`config.mk`:
```
export PLATFORM = sky130hd
export DESIGN_NAME = spi_txn_arbiter
export DESIGN_NICKNAME = d
export VERILOG_FILES = /design/src/rtl/spi_txn_arbiter.sv
export SDC_FILE = /design/constraint.sdc
export NUM_CORES = 1
export LEC_CHECK = 0
export ABC_CLOCK_PERIOD_IN_PS = 2520
export BUFFER_PORTS_ARGS = -buffer_cell sky130_fd_sc_hd__buf_4
export CAP_MARGIN = 15
export CORE_MARGIN = 3
export CORE_UTILIZATION = 30
export CTS_BUF_LIST = sky130_fd_sc_hd__clkbuf_16
export DETAILED_ROUTE_END_ITERATION = 6
export GPL_TIMING_DRIVEN = 0
export REMOVE_ABC_BUFFERS = 1
export SLEW_MARGIN = 20
export SYNTH_ARGS = -nofsm -noshare
export SYNTH_HDL_FRONTEND = slang
export SYNTH_SLANG_ARGS = --single-unit
```
`constraint.sdc`:
```
create_clock -name clk -period 2.52 [get_ports clk]
set_input_delay 0.63 -clock clk [delete_from_list [all_inputs] [get_ports clk]]
set_output_delay 0.63 -clock clk [all_outputs]
set_load 0.005 [all_outputs]
```
`src/rtl/spi_txn_arbiter.sv`:
```
// Round-robin arbiter sharing one SPI transmit engine between NUM_REQ word producers.
// Each grant runs START -> WAIT (done or timeout) -> DONE, which acks the winner.
module spi_txn_arbiter #(
    parameter int NUM_REQ = 4,
    parameter int WORD_W  = 16,
    parameter int TIMEOUT = 64
) (
    input  logic                        clk,
    input  logic                        reset,
    input  logic [NUM_REQ-1:0]          req,
    input  logic [NUM_REQ*WORD_W-1:0]   req_data,
    output logic [NUM_REQ-1:0]          ack,
    output logic                        err,
    output logic                        spi_start,
    output logic [WORD_W-1:0]           spi_word,
    input  logic                        spi_done,
    output logic [$clog2(NUM_REQ)-1:0]  grant_id,
    output logic                        busy
);
    localparam int IDW = $clog2(NUM_REQ);
    localparam int TW  = $clog2(TIMEOUT + 1);

    typedef enum logic [1:0] {IDLE, START, WAIT, DONE} state_t;

    state_t            state_q, state_d;
    logic [TW-1:0]     timer_q, timer_d;
    logic              err_q, err_d;
    logic [IDW-1:0]    ptr_q, ptr_d;
    logic [IDW-1:0]    grant_q, grant_d;
    logic [WORD_W-1:0] word_q, word_d;

    logic [WORD_W-1:0] words [NUM_REQ];
    logic              win_found;
    logic [IDW-1:0]    win_idx;
    logic [IDW-1:0]    idx_v;
    int                idx;

    always_comb begin
        for (int i = 0; i < NUM_REQ; i++) words[i] = req_data[i*WORD_W +: WORD_W];
    end

    // Scan upward from the slot after the last winner, wrapping once around.
    always_comb begin
        win_found = 1'b0;
        win_idx   = '0;
        idx       = 0;
        idx_v     = '0;
        for (int off = 1; off <= NUM_REQ; off++) begin
            idx = int'(ptr_q) + off;
            if (idx >= NUM_REQ) idx = idx - NUM_REQ;
            idx_v = IDW'(idx);
            if (!win_found && req[idx_v]) begin
                win_found = 1'b1;
                win_idx   = idx_v;
            end
        end
    end

    always_ff @(posedge clk) begin
        if (reset) begin
            state_q <= IDLE;
            timer_q <= '0;
            err_q   <= 1'b0;
            ptr_q   <= IDW'(NUM_REQ - 1);
            grant_q <= '0;
            word_q  <= '0;
        end else begin
            state_q <= state_d;
            timer_q <= timer_d;
            err_q   <= err_d;
            ptr_q   <= ptr_d;
            grant_q <= grant_d;
            word_q  <= word_d;
        end
    end

    always_comb begin
        state_d = state_q;
        timer_d = timer_q;
        err_d   = err_q;
        ptr_d   = ptr_q;
        grant_d = grant_q;
        word_d  = word_q;
        case (state_q)
            IDLE: begin
                if (win_found) begin
                    word_d  = words[win_idx];
                    grant_d = win_idx;
                    state_d = START;
                end
            end
            START: begin
                timer_d = '0;
                state_d = WAIT;
            end
            WAIT: begin
                // A completion in the last allowed cycle still counts as success.
                if (spi_done) begin
                    err_d   = 1'b0;
                    state_d = DONE;
                end else if (timer_q == TW'(TIMEOUT - 1)) begin
                    err_d   = 1'b1;
                    state_d = DONE;
                end else begin
                    timer_d = timer_q + 1'b1;
                end
            end
            DONE: begin
                ptr_d   = grant_q;
                state_d = IDLE;
            end
            default: state_d = IDLE;
        endcase
    end

    always_comb begin
        ack = '0;
        if (state_q == DONE) ack[grant_q] = 1'b1;
    end

    assign err       = (state_q == DONE) && err_q;
    assign spi_start = (state_q == START);
    assign busy      = (state_q != IDLE);
    assign spi_word  = word_q;
    assign grant_id  = grant_q;

endmodule
```
==> results.ini <==
[yosys]
synth-main-ff-cell=dfxtp_1
synth-edff-count=0
yosysMostFrequentCell=dfxtp_1
synth_top_area_share_pct=36.04
synthesis.area_sq_um=1667
synth_cell_types=36
avgSynthCellArea_sq_um=11.34
netlist_instances=147
synth-seq-area-share_pct=36.04
synth_top_area_cell=dfxtp_1
synth_async_sr_flop_share_pct=0
ys_warn_count=0
ys_top_cells_by_area=dfxtp_1 (36%), mux4_2 (14%), mux4_1 (9.5%)
synth-seq-cells=30
ys_top_cells_by_count=dfxtp_1 (30), a22o_1 (16), nor2_1 (14)

[detailed_routing]
viasPerCell=4.987
drtAntennaViolNets=0
drt_wl_total_mm=4.685
drt_iter0_drc=65
first_pass_iters=5
vias=1581
drc_errors=0
avgRoutedWirePerCell_um=14.78

[setup_path]
worstReg2RegStart=state_q[0]
rrSetupSlack_ns=0.29
required_ns=2.68
end_kind=flip-flop
crit_path_start_kind=input port
worstSetupPathType=input port to flip-flop
path_max_fanout=9
arrival_ns=2.44
critPathLaunch=req[0]

[run]
maxCapViolations=0

[pwr]
peakVddDrop_mv=0.4565
p_leak_uw=0.001212
power-per-cell-area_nw_per_um2=865.3

[clock_network]
cts_root_buffer=clkbuf_16
holdBufCountCts=0
clock_path_buffers=2
cts_tree=yes
cts_buffers=5
path_clk_slew_ns=0.05
post-cts-setup-buffer-count=0
htree_levels=2
insertion_delay_ns=0.27
post_cts_resized=0
clock-sinks=30

[placed_design]
dp_cells=307
hpwl_mm=3.699
io_buffers=95
dpl-instance-area_sq_um=2465
gp_congestion=0.7025

[sta]
fin_crit_sh_pct=90.29
timing.hold.ws_ns=0.4630
finClkSkew_ns=0.005753
maxSlewViolCount=0
fmax_mhz=439.5
hold_violations=0
period_needed_ns=2.275
setup_violations=0
grt_setup_unrepaired=false
tightest_slew_ns=0.8096
max_slew_margin_pct=46.03

[hold_path]
min_from=err_q
hold_path.class=flip-flop to flip-flop

[floorplan]
ios=96
core_area_sq_um=5238
die_width_um=80.54
die_y_um=80.54
rows=26
initial_core_util_pct=31.82
die-area_sq_um=6486

[grt]
grt_overflow=0
grt_pass1_vias=1576
grt_first_pass_wirelength_mm=7.217
grt_use_total_pct=14.40
antenna_found_initial=0
grt_max_degree=17

[outcome]
status=finished clean

[cells_and_area]
layout.cells.non_filler=317
drive_above_1_share_pct=48.58
design_area_sq_um=2659
n_antenna_cell=0
synthToLayoutAreaGrowth_pct=59.53
fin_util_pct=50.76
n_fill_cell=497
nNetsFinal=323

## area by class of cell
class                      instances  area [sq um]  area share, %
sequential                        30         600.6          22.59
multi-input combinational        101          1015          38.16
clock inverter                     3         41.29          1.553
clock buffer                       5         125.1          4.706
tap                               70         87.58          3.294
inverter                          10         37.54          1.412
timing repair buffer              98         752.0          28.28
## stage by stage
stage                     power (uW)  setup TNS, ns  worst slack (ns)
after global placement          1608         -8.747           -0.6106
after global routing            2450              0            0.1038
after detailed placement        1643         -2.442           -0.2254
final                           2301              0            0.2447
after CTS                       2312              0           0.05447
after floorplan                 1195        -0.4794           -0.1082
## flip-flops by register name, indices dropped and copies added (netlist names)
name / flops
spi_word: 16
ptr_q: 2
grant_id: 2
err_q: 1
state_q: 2
timer_q: 7
## where the power goes
part / switching (uW) / total, uW / leakage (uW) / internal [uW]
logic: 412 / 940 / 0.000885 / 528
registers: 92.5 / 700 / 0.000246 / 608
clock network: 199 / 660 / 0.0000812 / 461
total: 704 / 2300 / 0.00121 / 1600
## critical path, cell delays in order
cell,delay (ns)
buf_4,0.12
nor2_1,0.24
nor3_1,0.13
a211oi_4,0.58
buf_6,0.23
mux4_1,0.27
a22o_1,0.24
## path summary, 6_finish.rpt
path / endpoint / cells past startpoint
worst max-delay path: spi_word[14] / 7
worst min-delay path: err_q / 2
worst max register to register: timer_q[3] / 7
worst min register to register: err_q / 2
## cell usage in the layout, fill, tap and decap left out, types with 3 or more instances in the layout
| cell type | synthesis | final |
|---|---|---|
| a21oi_1 | 3 | 3 |
| a221oi_1 | 3 | 3 |
| a22o_1 | 16 | 16 |
| buf_4 | 1 | 96 |
| clkbuf_16 | 0 | 5 |
| dfxtp_1 | 30 | 30 |
| ha_1 | 6 | 6 |
| inv_1 | 10 | 11 |
| mux4_1 | 6 | 6 |
| mux4_2 | 10 | 10 |
| nand2_1 | 7 | 7 |
| nand4_1 | 5 | 5 |
| nor2_1 | 14 | 12 |
| xor2_1 | 4 | 4 |
## metal layers
| layer | global-route usage, % | vias to the layer above | share of wire [%] |
|---|---|---|---|
| met4 | 4.054 | 0 | 0.77 |
| li1 | - | 777 | - |
| met5 | 0 | - | 0 |
| met1 | 17.70 | 743 | 40 |
| met2 | 23.92 | 59 | 50 |
| met3 | 4.821 | 2 | 8.9 |
## logic make-up (layout without fill, tap and decap cells)
group	count (synthesis)	after routing	synth area share, %
AND/OR/NAND/NOR	38	38	11.41
AO/OA/AOI/OAI	34	34	16.82
flip-flops	30	30	36.04
multiplexers	19	19	24.85
buffers and inverters	16	116	4.279
adder cells (fa/ha/maj)	6	6	4.504
XOR/XNOR	4	4	2.102
Note: power is estimated with default switching activity, not from simulation.
